<file path="src/rtl/ibex_wb_stage_p.sv">
// Writeback stage with a single-entry holding register. It completes ALU results directly and
// retires load/store entries on the LSU response. Also holds the optional sticky vxsat flag.
package ibex_pkg;
    typedef enum logic [1:0] {
        RV32PNone,
        RV32PZpn,
        RV32PFull
    } rv32p_e;
endpackage

module ibex_wb_stage_p #(
    parameter ibex_pkg::rv32p_e RV32P = ibex_pkg::RV32PNone
) (
    input  logic        clk_i,
    input  logic        rst_i,

    input  logic        en_wb_i,
    input  logic [1:0]  instr_type_wb_i,
    input  logic [31:0] pc_id_i,
    input  logic [4:0]  rf_waddr_id_i,
    input  logic        rf_we_id_i,
    input  logic [31:0] rf_wdata_id_i,
    input  logic        set_ov_i,

    input  logic        lsu_resp_valid_i,
    input  logic        lsu_resp_err_i,
    input  logic [31:0] rf_wdata_lsu_i,

    input  logic        vxsat_we_i,
    input  logic        vxsat_wdata_i,

    output logic        ready_wb_o,
    output logic        rf_we_wb_o,
    output logic [4:0]  rf_waddr_wb_o,
    output logic [31:0] rf_wdata_wb_o,
    output logic [31:0] pc_wb_o,
    output logic        instr_done_wb_o,
    output logic        outstanding_load_wb_o,
    output logic        outstanding_store_wb_o,
    output logic        lsu_err_wb_o,
    output logic        vxsat_o
);

    typedef enum logic [1:0] {
        TypeOther = 2'd0,
        TypeLoad  = 2'd1,
        TypeStore = 2'd2
    } wb_type_e;

    logic        wb_valid_q;
    wb_type_e    type_q;
    logic [31:0] pc_q;
    logic [4:0]  waddr_q;
    logic        we_q;
    logic [31:0] wdata_q;
    logic        set_ov_q;

    logic        wb_done;
    logic        accept;
    logic        is_other;
    logic        is_load;
    logic        is_store;
    wb_type_e    type_in;

    assign is_other = (type_q == TypeOther);
    assign is_load  = (type_q == TypeLoad);
    assign is_store = (type_q == TypeStore);

    // Encoding 3 is folded into OTHER at capture so the held type is always legal.
    always_comb begin
        unique case (instr_type_wb_i)
            2'd1:    type_in = TypeLoad;
            2'd2:    type_in = TypeStore;
            default: type_in = TypeOther;
        endcase
    end

    assign wb_done    = wb_valid_q && (is_other || lsu_resp_valid_i);
    assign ready_wb_o = !wb_valid_q || wb_done;
    assign accept     = en_wb_i && ready_wb_o;

    always_ff @(posedge clk_i or posedge rst_i) begin
        if (rst_i) begin
            wb_valid_q <= 1'b0;
            type_q     <= TypeOther;
            pc_q       <= 32'h0;
            waddr_q    <= 5'h0;
            we_q       <= 1'b0;
            wdata_q    <= 32'h0;
            set_ov_q   <= 1'b0;
        end else begin
            if (accept) begin
                wb_valid_q <= 1'b1;
                type_q     <= type_in;
                pc_q       <= pc_id_i;
                waddr_q    <= rf_waddr_id_i;
                we_q       <= rf_we_id_i;
                wdata_q    <= rf_wdata_id_i;
                set_ov_q   <= set_ov_i;
            end else if (wb_done) begin
                wb_valid_q <= 1'b0;
            end
        end
    end

    always_comb begin
        rf_we_wb_o    = wb_done && we_q && (is_other || (is_load && !lsu_resp_err_i));
        rf_wdata_wb_o = 32'h0;
        if (rf_we_wb_o) begin
            rf_wdata_wb_o = is_load ? rf_wdata_lsu_i : wdata_q;
        end
    end

    assign rf_waddr_wb_o          = waddr_q;
    assign pc_wb_o                = pc_q;
    assign instr_done_wb_o        = wb_done;
    assign outstanding_load_wb_o  = wb_valid_q && is_load;
    assign outstanding_store_wb_o = wb_valid_q && is_store;
    assign lsu_err_wb_o           = wb_done && !is_other && lsu_resp_err_i;

    generate
        if (RV32P != ibex_pkg::RV32PNone) begin : g_vxsat
            logic vxsat_q;
            logic vxsat_d;

            // A saturating retire wins over a same-cycle CSR clear.
            assign vxsat_d = (vxsat_we_i ? vxsat_wdata_i : vxsat_q) |
                             (wb_done && is_other && set_ov_q);

            always_ff @(posedge clk_i or posedge rst_i) begin
                if (rst_i) begin
                    vxsat_q <= 1'b0;
                end else begin
                    vxsat_q <= vxsat_d;
                end
            end

            assign vxsat_o = vxsat_q;
        end else begin : g_no_vxsat
            logic unused_vxsat;
            assign unused_vxsat = set_ov_q ^ vxsat_we_i ^ vxsat_wdata_i;
            assign vxsat_o      = 1'b0;
        end
    endgenerate

endmodule

</file>
<file path="config.mk">
export PLATFORM = sky130hd
export DESIGN_NAME = ibex_wb_stage_p
export DESIGN_NICKNAME = d
export VERILOG_FILES = /design/src/rtl/ibex_wb_stage_p.sv
export SDC_FILE = /design/constraint.sdc
export NUM_CORES = 1
export LEC_CHECK = 0
export ABC_AREA = 1
export BUFFER_PORTS_ARGS = -buffer_cell sky130_fd_sc_hd__buf_2
export CORE_MARGIN = 4
export CORE_UTILIZATION = 46
export CTS_BUF_LIST = sky130_fd_sc_hd__clkbuf_16
export CTS_CLUSTER_DIAMETER = 120
export DETAILED_ROUTE_END_ITERATION = 8
export MAX_ROUTING_LAYER = met4
export PLACE_DENSITY_LB_ADDON = 0.1
export RECOVER_POWER = 50
export SETUP_SLACK_MARGIN = 0.15
export SYNTH_ARGS = -nofsm -noshare
export SYNTH_HDL_FRONTEND = slang
export SYNTH_SLANG_ARGS = --single-unit
</file>
<file path="constraint.sdc">
create_clock -name clk_i -period 2.5 [get_ports clk_i]
set_input_delay 0.125 -clock clk_i [delete_from_list [all_inputs] [get_ports clk_i]]
set_output_delay 0.125 -clock clk_i [all_outputs]
set_load 0.05 [all_outputs]
</file>
==> results of run 1 <==
-- worst min-delay path: cells and delay by family --
| family | cells | cell delay, ps |
|---|---|---|
| buf+inv | 1 | 70 |
| simple gates | 2 | 120 |
-- synth_stat cells --
master,instances
dfrtp_1,73
buf_2,9
nor2_1,37
nand2_2,1
clkbuf_1,6
nand3_1,94
nand2_4,1
nand2_1,215
nand3_2,12
buf_4,1
nor3_1,1
inv_2,2
inv_1,40
buf_6,15
conb_1,1
buf_1,6
-- routing by layer --
metal	routed length, um	GRT usage [%]
met2	5105	38.17
met4	120	6.933
met3	844	4.529
met1	4589	28.22
met5	0	-
-- final timing paths --
check,start,endpoint,depth (start not counted)
max,type_q[1],rf_wdata_wb_o[16],7
min,pc_id_i[21],pc_wb_o[21],3
min reg2reg,wdata_q[8],wdata_q[8],2
max reg2reg,type_q[0],wdata_q[3],7
max in group asynchronous,rst_i,pc_wb_o[8],4
min in group asynchronous,rst_i,pc_wb_o[12],3
-- power by group --
part	leakage (uW)	total, uW	internal, uW	switching (uW)
sequential	0.000892	1420	1330	88.7
clock	0.000155	1320	855	465
combinational	0.00193	1120	289	833
-- state kept, by name (all words and copies together) (netlist names) --
name and count:
wb_valid_q 1, wdata_q 32, we_q 1, type_q 2, pc_wb_o 32, rf_waddr_wb_o 5
-- layout make-up --
cell class                      instances  area [sq um]
Clock buffer                            9         225.2
Clock inverter                          6         76.32
Fill cell                             768          2914
Inverter                               42         160.2
Multi-Input combinational cell        362          1573
Sequential cell                        73          1827
Tap cell                              102         127.6
Timing Repair Buffer                  193         984.7
-- logic make-up after synthesis --
family | synth area share (%)
AND/OR/NAND/NOR | 40.88
buffers and inverters | 11.12
flip-flops | 47.90
other | 0.09833
-- stage by stage --
| step | instance area (sq um) | hold WS [ps] |
|---|---|---|
| 2_1_floorplan | 3814 | 254.9 |
| 3_3_place_gp | 4716 | 267.0 |
| 3_5_place_dp | 4716 | 263.3 |
| 4_1_cts | 5027 | 16.05 |
| 5_1_grt | 4974 | 31.61 |
| 6_report | 4974 | 24.12 |
-- repair_timing --
action,CTS,global route
endpoints found under the setup margin,0,27
gates resized for setup,0,3
endpoints found under the hold margin,29,0
hold buffers,1,0
-- placed cells by master, fill, tap and decap left out --
cell and n:
dfrtp_1 73, nand2_4 1, buf_12 3, nor2_1 37, clkinv_1 1, nand3_2 11
clkbuf_4 1, nand3_1 94, inv_2 1, clkinv_2 1, nand3_4 1, clkbuf_1 37
nor3_1 1, bufinv_16 2, buf_2 146, nand2_2 2, conb_1 1, dlygate4sd3_1 1
inv_1 42, clkbuf_16 9, nand2_1 214, buf_4 5, inv_4 1
==> flow_metrics.tcl, run 1 <==
set metrics [dict create \
    io_pins 188 \
    crit_path_cell_trace "inv_4, nand2_2, nand2_1, nand3_2, buf_4, nor2_1, buf_2" \
    postRouteAntennaNets 0 \
    synth_area_sq_um 3814 \
    ys_seq_area_share_pct 47.90 \
    dieArea_sq_um 9811 \
    syn-num-nets 626 \
    dpl_worst_slack_ps 560.2 \
    setup_tns_ps 0 \
    power_density_nw_per_um2 776.9 \
    finalPower_uw 3864 \
    post-route-drc-count 0 \
    ys_ff_latch 73 \
    root_buffer "clkbuf_16" \
    initial_core_util_pct 48.35 \
    cts_tree "yes" \
    row_count 32 \
    skew_ps 6.697 \
    cts_sinks 73 \
    syn_to_final_growth_pct 30.41 \
    drive_gt1_share_pct 26.86 \
    worst_path_max_delay_cell "dfrtp_1" \
    final_util_pct 63.06 \
    wl_per_cell_um 13.55 \
    numCtsBuffers 9 \
    fin_ws_ps 329.2 \
    syn_area_per_cell_sq_um 7.420 \
    syn_inst 514 \
    regToRegSetupSlack_ps 630 \
    clk_path_buf_depth 2 \
    grt_usage_pct 22.93 \
    relSlewSlack_pct 23.73 \
    finalMaxSlewViolations 0 \
    setup_viol 0 \
    grt_pass1_vias 3923 \
    max-cap-violations 0 \
    hold_viol_final 0 \
    period_share_pct 86.83 \
    critical-path-max-stage-delay_ps 410 \
    path_buf_inv 3 \
    ys_warn_count 0 \
    synth.largest_area_cell "dfrtp_1" \
    cp.required_ps 2380 \
    worstHoldPathType "primary input to register" \
    netlist.area_leader.share_pct 47.90 \
    numPortBuffers 183 \
    synthTopCellsByArea "dfrtp_1, nand2_1, nand3_1" \
    clk-insertion-delay-late_ps 330 \
    postCtsSetupBuffers 0 \
    tightest_slew_ps 1143 \
    cp_max_fo 28 \
    cpLargestDelayFamily "buffers and inverters" \
    place_congestion 0.8108 \
    drt_iter0_drc 136 \
    die_h_um 99.05 \
    fin_crit_ps 2171 \
    ys_types 16 \
    layout.nets 793 \
    grt-ovfl-total 0 \
    routed_wl_um 10660 \
    vias 3803 \
    vdd_drop_max_mv 0.3936 \
    start_kind "register" \
    dpl.cell_count 771 \
    grt_pass1_wl_um 17840 \
    critPathKind "register to primary output" \
    core_sq_um 7888 \
    outcome "completed" \
    drt_first_pass_iters 4 \
    grt_start_max_net_pins 73 \
    dpl.hpwl_um 7284 \
    cts.htree.levels 3 \
    antenna_found_initial 0 \
    fmax_mhz 460.7 \
    stdcell_count 787 \
    diodes 0 \
    leakagePower_uw 0.002975 \
    endpoint_kind "primary output" \
    cp_data_arrival_time_ps 2050 \
    die_x_um 99.05 \
    path_clk_slew_ps 60 \
    detail_route.vias_per_cell 4.832 \
    rsz0062_at_grt "no" \
]
Power figures use the tool's default switching activity.
==> run 2, diff against run 1 <==
--- a/config.mk
+++ b/config.mk
@@ -5,10 +5,9 @@
 export SDC_FILE = /design/constraint.sdc
 export NUM_CORES = 1
 export LEC_CHECK = 0
-export ABC_AREA = 1
 export BUFFER_PORTS_ARGS = -buffer_cell sky130_fd_sc_hd__buf_2
 export CORE_MARGIN = 4
-export CORE_UTILIZATION = 46
+export CORE_UTILIZATION = 44
 export CTS_BUF_LIST = sky130_fd_sc_hd__clkbuf_16
 export CTS_CLUSTER_DIAMETER = 120
 export DETAILED_ROUTE_END_ITERATION = 8
==> run 2 against run 1 <==
Compared with the run above: worst setup slack better by 39 ps; synthesized cell count down 46%; core utilization down 0.40 points; non-clock buffer count down 1; critical path depth down 4; final area down 8.6%; critical endpoint is now rf_wdata_wb_o[27].
==> flow_metrics.tcl, run 2 <==
set metrics [dict create \
    finalMaxSlewViolations 0 \
    setup_viol 0 \
    dpl.cell_count 550 \
    die_x_um 94.47 \
    routed_wl_um 7985 \
    postRouteAntennaNets 0 \
    post-route-drc-count 0 \
    finalInstanceArea_sq_um 4544 \
    wl_per_cell_um 14.11 \
    hold_viol_final 0 \
    rsz0062_at_grt "no" \
    detail_route.vias_per_cell 4.708 \
    ys_ff_latch 73 \
    cts_tree "yes" \
    tightest_slew_ps 1036 \
    synth.largest_area_cell "dfrtp_1" \
    period_share_pct 85.27 \
    relSlewSlack_pct 30.96 \
    grt_pass1_wl_um 12660 \
    skew_ps 6.139 \
    cpLargestDelayFamily "compound AO/OA/AOI/OAI gates" \
    drive_gt1_share_pct 50.75 \
    synth_area_sq_um 3289 \
    vias 2665 \
    power_density_nw_per_um2 861.0 \
    numCtsBuffers 9 \
    postPlaceCellArea_sq_um 4279 \
    vdd_drop_max_mv 0.4821 \
    fmax_mhz 469.1 \
    clk_path_buf_depth 2 \
    ys_warn_count 0 \
    switchingPower_uw 1354 \
    initial_core_util_pct 45.35 \
    layout_common_cells "buf_2, dfrtp_1, mux2_2" \
    place_congestion 0.7428 \
    path_clk_slew_ps 50 \
    clockPowerShare_pct 33.7 \
    leakagePower_uw 0.002263 \
    synth_most_common_cell "dfrtp_1" \
    async_flop_share_pct 100.0 \
    grt_pass1_vias 2753 \
    cts_sinks 73 \
    mostFrequentLayoutCell "buf_2" \
    root_buffer "clkbuf_16" \
    drt_iter0_drc 72 \
    critical-path-max-stage-delay_ps 660 \
    grt_usage_pct 18.83 \
    synthTopCellsByArea "dfrtp_1, mux2_2, nand2_1" \
    core_sq_um 7253 \
    cts.htree.levels 3 \
    layout.nets 575 \
    ys_types 22 \
    p_seq_share_pct 36.7 \
    netlist.area_leader.share_pct 55.53 \
    syn-num-nets 391 \
    postCtsSetupBuffers 0 \
    die_h_um 94.47 \
    numPortBuffers 183 \
    setup_tns_ps 0 \
    worstHoldPathType "primary input to register" \
    start_kind "register" \
    worst_path_max_delay_cell "a211o_1" \
    synth-edff-count 0 \
    outcome "completed" \
    syn_to_final_growth_pct 38.15 \
    row_count 31 \
    max-cap-violations 0 \
    crit_path_cell_trace "a211o_1, a21oi_1, buf_2" \
    cp.required_ps 2380 \
    antenna_found_initial 0 \
    p_comb_share_pct 29.5 \
    cp_data_arrival_time_ps 2010 \
    stdcell_count 566 \
    diodes 0 \
    p_int_uw 2558 \
    cp_max_fo 33 \
    synth_common_cells "dfrtp_1, mux2_2, nand2_1" \
    drt_first_pass_iters 4 \
    grt_start_max_net_pins 55 \
    endpoint_kind "primary output" \
    fin_crit_ps 2132 \
    critPathKind "register to primary output" \
    nFillCells 653 \
    swShare_pct 34.61 \
    finalPower_uw 3912 \
    syn_area_per_cell_sq_um 11.79 \
    syn_inst 279 \
    ys_seq_area_share_pct 55.53 \
    clk-insertion-delay-late_ps 320 \
    synth_ff_type "dfrtp_1" \
    dpl.hpwl_um 6076 \
    cts-resized-gates 0 \
    hold_ws_ps 16.55 \
    dieArea_sq_um 8924 \
    io_pins 188 \
    grt-ovfl-total 0 \
    path_buf_inv 1 \
]
[run 2: changes by cell type after synthesis, sizes merged, moves of 16 or more]
cell and change:
nand2 -152, nand3 -106, mux2 +72, inv -39, nor2 -36, a21oi +32
buf -16
[run 2: layer usage]
| metal | vias to the layer above | global-route usage (%) | part of all wire, % |
|---|---|---|---|
| li1 | 1302 | - | - |
| met1 | 1243 | 22.06 | 40 |
| met2 | 109 | 31.21 | 50 |
| met3 | 11 | 4.223 | 8.0 |
| met4 | 0 | 8.173 | 1.8 |
| met5 | - | - | 0 |
[run 2: worst paths after layout]
check / from / to / slack (ps) / depth (start not counted)
setup reg to reg: type_q[1] / wdata_q[26] / 870 / 4
max in group asynchronous: rst_i / wdata_q[31] / 730 / 4
setup / recovery: type_q[0] / rf_wdata_wb_o[27] / 370 / 3
min in group asynchronous: rst_i / rf_waddr_wb_o[1] / 600 / 3
hold reg to reg: pc_wb_o[25] / pc_wb_o[25] / 490 / 1
hold / removal: rf_waddr_id_i[3] / rf_waddr_wb_o[3] / 20 / 2
[run 2: layout make-up]
type	instances	area [sq um]	share of cell area, %
inverter	3	11.26	0.2478
timing repair buffer	192	947.2	20.84
clock inverter	6	85.08	1.872
tap	99	123.9	2.726
multi-input combinational	184	1325	29.16
clock buffer	9	225.2	4.956
sequential	73	1827	40.20
[run 2: timing repair]
item	4_1_cts	5_1_grt
hold buffers	1	0
hold endpoints to repair	26	0
setup endpoints to repair	0	0
[run 2: cell families after synthesis]
group	after synthesis	share of synthesized area [%]
DFF	73	55.53
and+or+nand+nor	75	9.281
buffers and inverters	22	4.146
muxes	72	24.65
AOI/OAI and AO/OA	36	6.276
other	1	0.1140
[run 2: worst reg2reg max path: stages, from the launching register on]
cell and delay (ps):
dfrtp_1 450, o21bai_1 170, o21ai_4 190, buf_12 290, mux2_2 420
[run 2: per-stage QoR]
stage	worst slack [ps]	util, %
after floorplan	521.7	-
after global placement	696.9	59.00
after detailed placement	679.0	59.00
after CTS	328.5	63.41
after global routing	171.1	62.65
final	368.2	62.65
[run 2: power groups by stage]
stage / Combinational (uW) / Sequential (uW) / Clock [uW]
floorplan: 590 / 1750 / 0
global placement: 1180 / 1440 / 0
detailed placement: 1200 / 1460 / 0
CTS: 1200 / 1440 / 1350
global route: 1240 / 1460 / 1410
finish: 1160 / 1440 / 1320
